### src/rtl/toaster_fsm.sv
// toaster_fsm: toaster control FSM with button sync, second timer and registered outputs
// Ports: iCLK clock; iRST_N async active-low reset; iPOWER/iSTART/iEJECT async buttons;
//        oESTADO 3-bit state code for the LCD stage; oLCD_RST one-cycle pulse on state change;
//        oHEATER heater enable; oBUZZER alarm enable (only when TOASTER_BUZZER_EN is defined).
module toaster_fsm #(
  parameter int CLK_HZ    = 50000000,
  parameter int PREP_SECS = 10,
  parameter int BURN_SECS = 5,
  parameter int MSG_SECS  = 3
) (
  input  logic       iCLK,
  input  logic       iRST_N,
  input  logic       iPOWER,
  input  logic       iSTART,
  input  logic       iEJECT,
  output logic [2:0] oESTADO,
  output logic       oLCD_RST,
  output logic       oHEATER,
  output logic       oBUZZER
);
  localparam logic [2:0] DESLIGADO = 3'd0, LIGADO = 3'd1, PREPARO = 3'd2,
                         PRONTO = 3'd3, QUEIMANDO = 3'd4, BOM_APETITE = 3'd5;
  localparam int PW = (CLK_HZ > 1) ? $clog2(CLK_HZ) : 1;
  localparam logic [PW-1:0] PRESC_END = PW'(CLK_HZ - 1);
  localparam logic [7:0] PREP_END = 8'(PREP_SECS - 1);
  localparam logic [7:0] BURN_END = 8'(BURN_SECS - 1);
  localparam logic [7:0] MSG_END  = 8'(MSG_SECS - 1);
  logic [2:0] sync1, sync2, prev, press;
  logic [PW-1:0] presc;
  logic [7:0] secs;
  logic tick, stateChange, heaterNext;
  logic [2:0] nextState;
  assign press = sync2 & ~prev;
  assign tick = presc == PRESC_END;
  // A timeout fires in the last cycle of the Nth second, so the new code appears exactly N*CLK_HZ cycles after entry.
  always_comb begin
    nextState = oESTADO;
    if (press[0])
      nextState = (oESTADO == DESLIGADO) ? LIGADO : DESLIGADO;
    else
      case (oESTADO)
        LIGADO:      nextState = press[1] ? PREPARO : LIGADO;
        PREPARO:     nextState = (tick && secs == PREP_END) ? PRONTO : PREPARO;
        PRONTO:      nextState = press[2] ? BOM_APETITE : (tick && secs == BURN_END) ? QUEIMANDO : PRONTO;
        QUEIMANDO:   nextState = press[2] ? BOM_APETITE : QUEIMANDO;
        BOM_APETITE: nextState = (tick && secs == MSG_END) ? LIGADO : BOM_APETITE;
        default:     nextState = DESLIGADO;
      endcase
  end
  always_comb begin
    stateChange = nextState != oESTADO;
    heaterNext = nextState == PREPARO || nextState == PRONTO;
  end
  always_ff @(posedge iCLK or negedge iRST_N)
    if (!iRST_N) begin
      sync1 <= '0;
      sync2 <= '0;
      prev <= '0;
      presc <= '0;
      secs <= '0;
      oESTADO <= DESLIGADO;
      oLCD_RST <= 1'b0;
      oHEATER <= 1'b0;
    end else begin
      sync1 <= {iEJECT, iSTART, iPOWER};
      sync2 <= sync1;
      prev <= sync2;
      presc <= (stateChange || tick) ? '0 : presc + PW'(1);
      secs <= stateChange ? '0 : secs + 8'(tick);
      oESTADO <= nextState;
      oLCD_RST <= stateChange;
      oHEATER <= heaterNext;
    end
`ifdef TOASTER_BUZZER_EN
  always_ff @(posedge iCLK or negedge iRST_N)
    if (!iRST_N) oBUZZER <= 1'b0;
    else oBUZZER <= nextState == QUEIMANDO;
`else
  assign oBUZZER = 1'b0;
`endif
endmodule
### config.mk
export PLATFORM = sky130hd
export DESIGN_NAME = toaster_fsm
export DESIGN_NICKNAME = d
export VERILOG_FILES = /design/src/rtl/toaster_fsm.sv
export SDC_FILE = /design/constraint.sdc
export NUM_CORES = 1
export LEC_CHECK = 0
export ABC_AREA = 1
export BUFFER_PORTS_ARGS = -buffer_cell sky130_fd_sc_hd__buf_2
export CORE_ASPECT_RATIO = 0.9
export CORE_UTILIZATION = 55
export DETAILED_ROUTE_END_ITERATION = 16
export PLACE_DENSITY = 0.77
export REMOVE_ABC_BUFFERS = 1
export SYNTH_ARGS = -nofsm -noshare
export SYNTH_HDL_FRONTEND = slang
export SYNTH_SLANG_ARGS = --single-unit
### constraint.sdc
create_clock -name iCLK -period 2.41 [get_ports iCLK]
set_input_delay 0.1205 -clock iCLK [delete_from_list [all_inputs] [get_ports iCLK]]
set_output_delay 0.1205 -clock iCLK [all_outputs]
set_load 0.02 [all_outputs]
==> impl_metrics.json <==
{
  "status": "finished, final reports clean",
  "rr_worst_depth": 12,
  "clk_pin_slew_ns": 0.08,
  "setup_viol": 0,
  "clkSinkCount": 48,
  "place_congestion": 0.840,
  "critPathMostFrequentCell": "nor2_4",
  "path_cells": "ha_2 > nand2_2 > nor2_4 > buf_4 > nand3_2 > nor2_4 > nand3_1 > or2_4 > nor2_1 > nand2_1 > xor2_1 > nor2_4",
  "cts_buffers": 5,
  "dieWidth_um": 75.7,
  "async_flop_share": 1.00,
  "synthesis.area_mm2": 0.00269,
  "clock-root-buffer": "clkbuf_8",
  "slew_viol_final": 0,
  "vias": 1955,
  "timing.final.crit_share": 0.919,
  "max_freq_mhz": 452,
  "slowest_delay_ns": 0.39,
  "ys_warn_count": 0,
  "instances_no_fill": 393,
  "areaGrowthSynthToFinish_pct": 11.0,
  "maxCapViolations": 0,
  "first_pass_iters": 4,
  "arrival_ns": 2.41,
  "h-tree-depth": 2,
  "finalSetupTns_ns": 0,
  "cp_slowest_cell": "dfrtp_1",
  "avgSynthCellArea_um2": 8.70,
  "critPathMaxFanout": 4,
  "rrSetupSlack_ns": 0.20,
  "power_mw": 2.11,
  "syn-instance-count": 309,
  "cts.path.max_buffers": 2,
  "power_density_mw_per_mm2": 707,
  "antenna_found_initial": 0,
  "rows": 23,
  "finalClockSkew_ns": 0.00308,
  "clk_latency_ns": 0.30,
  "cts_tree": "yes",
  "crit_path_start_kind": "flip-flop",
  "grt_pass1_wl_um": 7650,
  "hold_viol_final": 0,
  "r2r-end": "presc[18]",
  "die_area_mm2": 0.00517,
  "grtUsageTotal": 0.205,
  "insertedDiodeCount": 0,
  "crit_type": "reg -> reg",
  "start_util": 0.587,
  "ys_seq_area_frac": 0.447,
  "hold_class": "in -> async",
  "place_ws_ns": 0.127,
  "post-synth-top-area-cell": "dfrtp_1",
  "p_leak_nw": 1.28,
  "die_h_um": 68.3,
  "reg2reg_from": "presc[1]",
  "drive_gt1_frac": 0.227,
  "grt_pass1_vias": 1756,
  "synth-seq-cells": 48,
  "worstPathRequired_ns": 2.60,
  "numPortBuffers": 9,
  "place_inst": 378,
  "gr-total-overflow": 0,
  "remaining_drc_errors": 0,
  "grt_max_degree": 36,
  "peakVddDrop_uv": 530,
  "hpwlAfterDp_um": 3270,
  "synth_edf_count": 0,
  "drtAntennaViolNets": 0,
  "wl_per_cell_um": 12.0,
  "drt_iter0_drc": 109,
  "worstSetupEndpointType": "flip-flop",
  "pin_count": 11,
  "finalWorstSetupSlack_ns": 0.195,
  "drt-total-wl_um": 4720,
  "synth.top_cell.area_share": 0.447,
  "ys.flop_type": "dfrtp_1",
  "core-area_mm2": 0.00458,
  "synth.distinct_cells": 30,
  "synthTopCellsByArea": "dfrtp_1 (45%), nor2_4 (9.2%), nand2_1 (7.8%)",
  "final_nets": 338,
  "vias_per_cell": 4.97,
  "fin_crit_ns": 2.21
}
state kept, by name (all words and copies together) (netlist names):
register / flops
sync1: 3
sync2: 3
oHEATER: 1
oLCD_RST: 1
oESTADO: 3
secs: 8
prev: 3
presc: 26
cell usage after synthesis (5+ instances only):
cell and number:
dfrtp_1 48, inv_1 34, inv_2 5, nand2_1 56, nand2_2 6, nand3_1 22
nand4_1 6, nor2_1 48, nor2_2 5, nor2_4 22, nor3_1 8, xnor2_1 8
xor2_1 16
final cells by class:
class	instances	area [um2]
Clock buffer	5	68.8
Clock inverter	3	42.5
Timing Repair Buffer	18	135
Sequential cell	48	1200
Tap cell	62	77.6
Multi-Input combinational cell	218	1310
Fill cell	397	1590
Inverter	39	146
cell usage in the layout, fill, tap and decap left out, types with 4 or more instances in the layout:
master	synthesis	routed
nand2_1	56	55
dfrtp_1	48	47
nor2_1	48	45
inv_1	34	34
nor2_4	22	22
nand3_1	22	22
xor2_1	16	16
buf_2	1	9
nor2_2	5	8
xnor2_1	8	8
nand2_2	6	7
nor3_1	8	6
nand4_1	6	6
inv_2	5	5
clkbuf_8	0	5
dlygate4sd3_1	0	4
buf_4	1	4
worst max-delay path, delay by kind of cell (launching register included):
kind,cells,cell delay (ns)
and+or+nand+nor,9,1.13
DFF,1,0.39
xor gates and xnor gates,1,0.23
adders and majority gates,1,0.22
buffers and inverters,1,0.13
what timing repair did:
action,CTS,global route
resized for setup,0,8
endpoints found under the setup margin,0,4
hold buffers,4,0
buffers inserted,0,3
hold endpoints to repair,16,0
how the worst max path moves through the flow:
stage | to | startpoint | depth (start not counted)
after floorplan | presc[0] | presc[0] | 15
after global placement | secs[7] | presc[0] | 15
after detailed placement | secs[7] | presc[0] | 15
after CTS | secs[6] | presc[0] | 14
after global routing | secs[7] | presc[1] | 15
final | presc[18] | presc[1] | 12
stage by stage:
stage                     hold slack [ns]  utilization  area [um2]
final                               0.245        0.652        2980
after global routing                0.257        0.652        2980
after CTS                           0.249        0.642        2940
after detailed placement           0.0295        0.609        2790
after global placement             0.0258        0.609        2790
after floorplan                    -0.175            -        2640
power breakdown:
group | internal, mW | switching (mW) | total (mW)
Clock | 0.307 | 0.263 | 0.570
Combinational | 0.189 | 0.449 | 0.638
Sequential | 0.858 | 0.0437 | 0.902
Total | 1.35 | 0.756 | 2.11
kinds of logic after synthesis:
kind of cell / share of synthesized area
and+or+nand+nor: 0.372
DFF: 0.447
buffers and inverters: 0.0740
xor gates and xnor gates: 0.0782
AOI/OAI and AO/OA: 0.0135
adders and majority gates: 0.0140
other: 0.00140
routing by layer:
metal	share of wire	GRT usage	up-vias	routed length, um
li1	-	-	995	-
met1	0.50	0.284	921	2340
met2	0.46	0.316	32	2190
met3	0.027	0.0442	7	127
met4	0.014	0.0764	0	64
met5	0	0	-	0
Power figures use the tool's default switching activity.
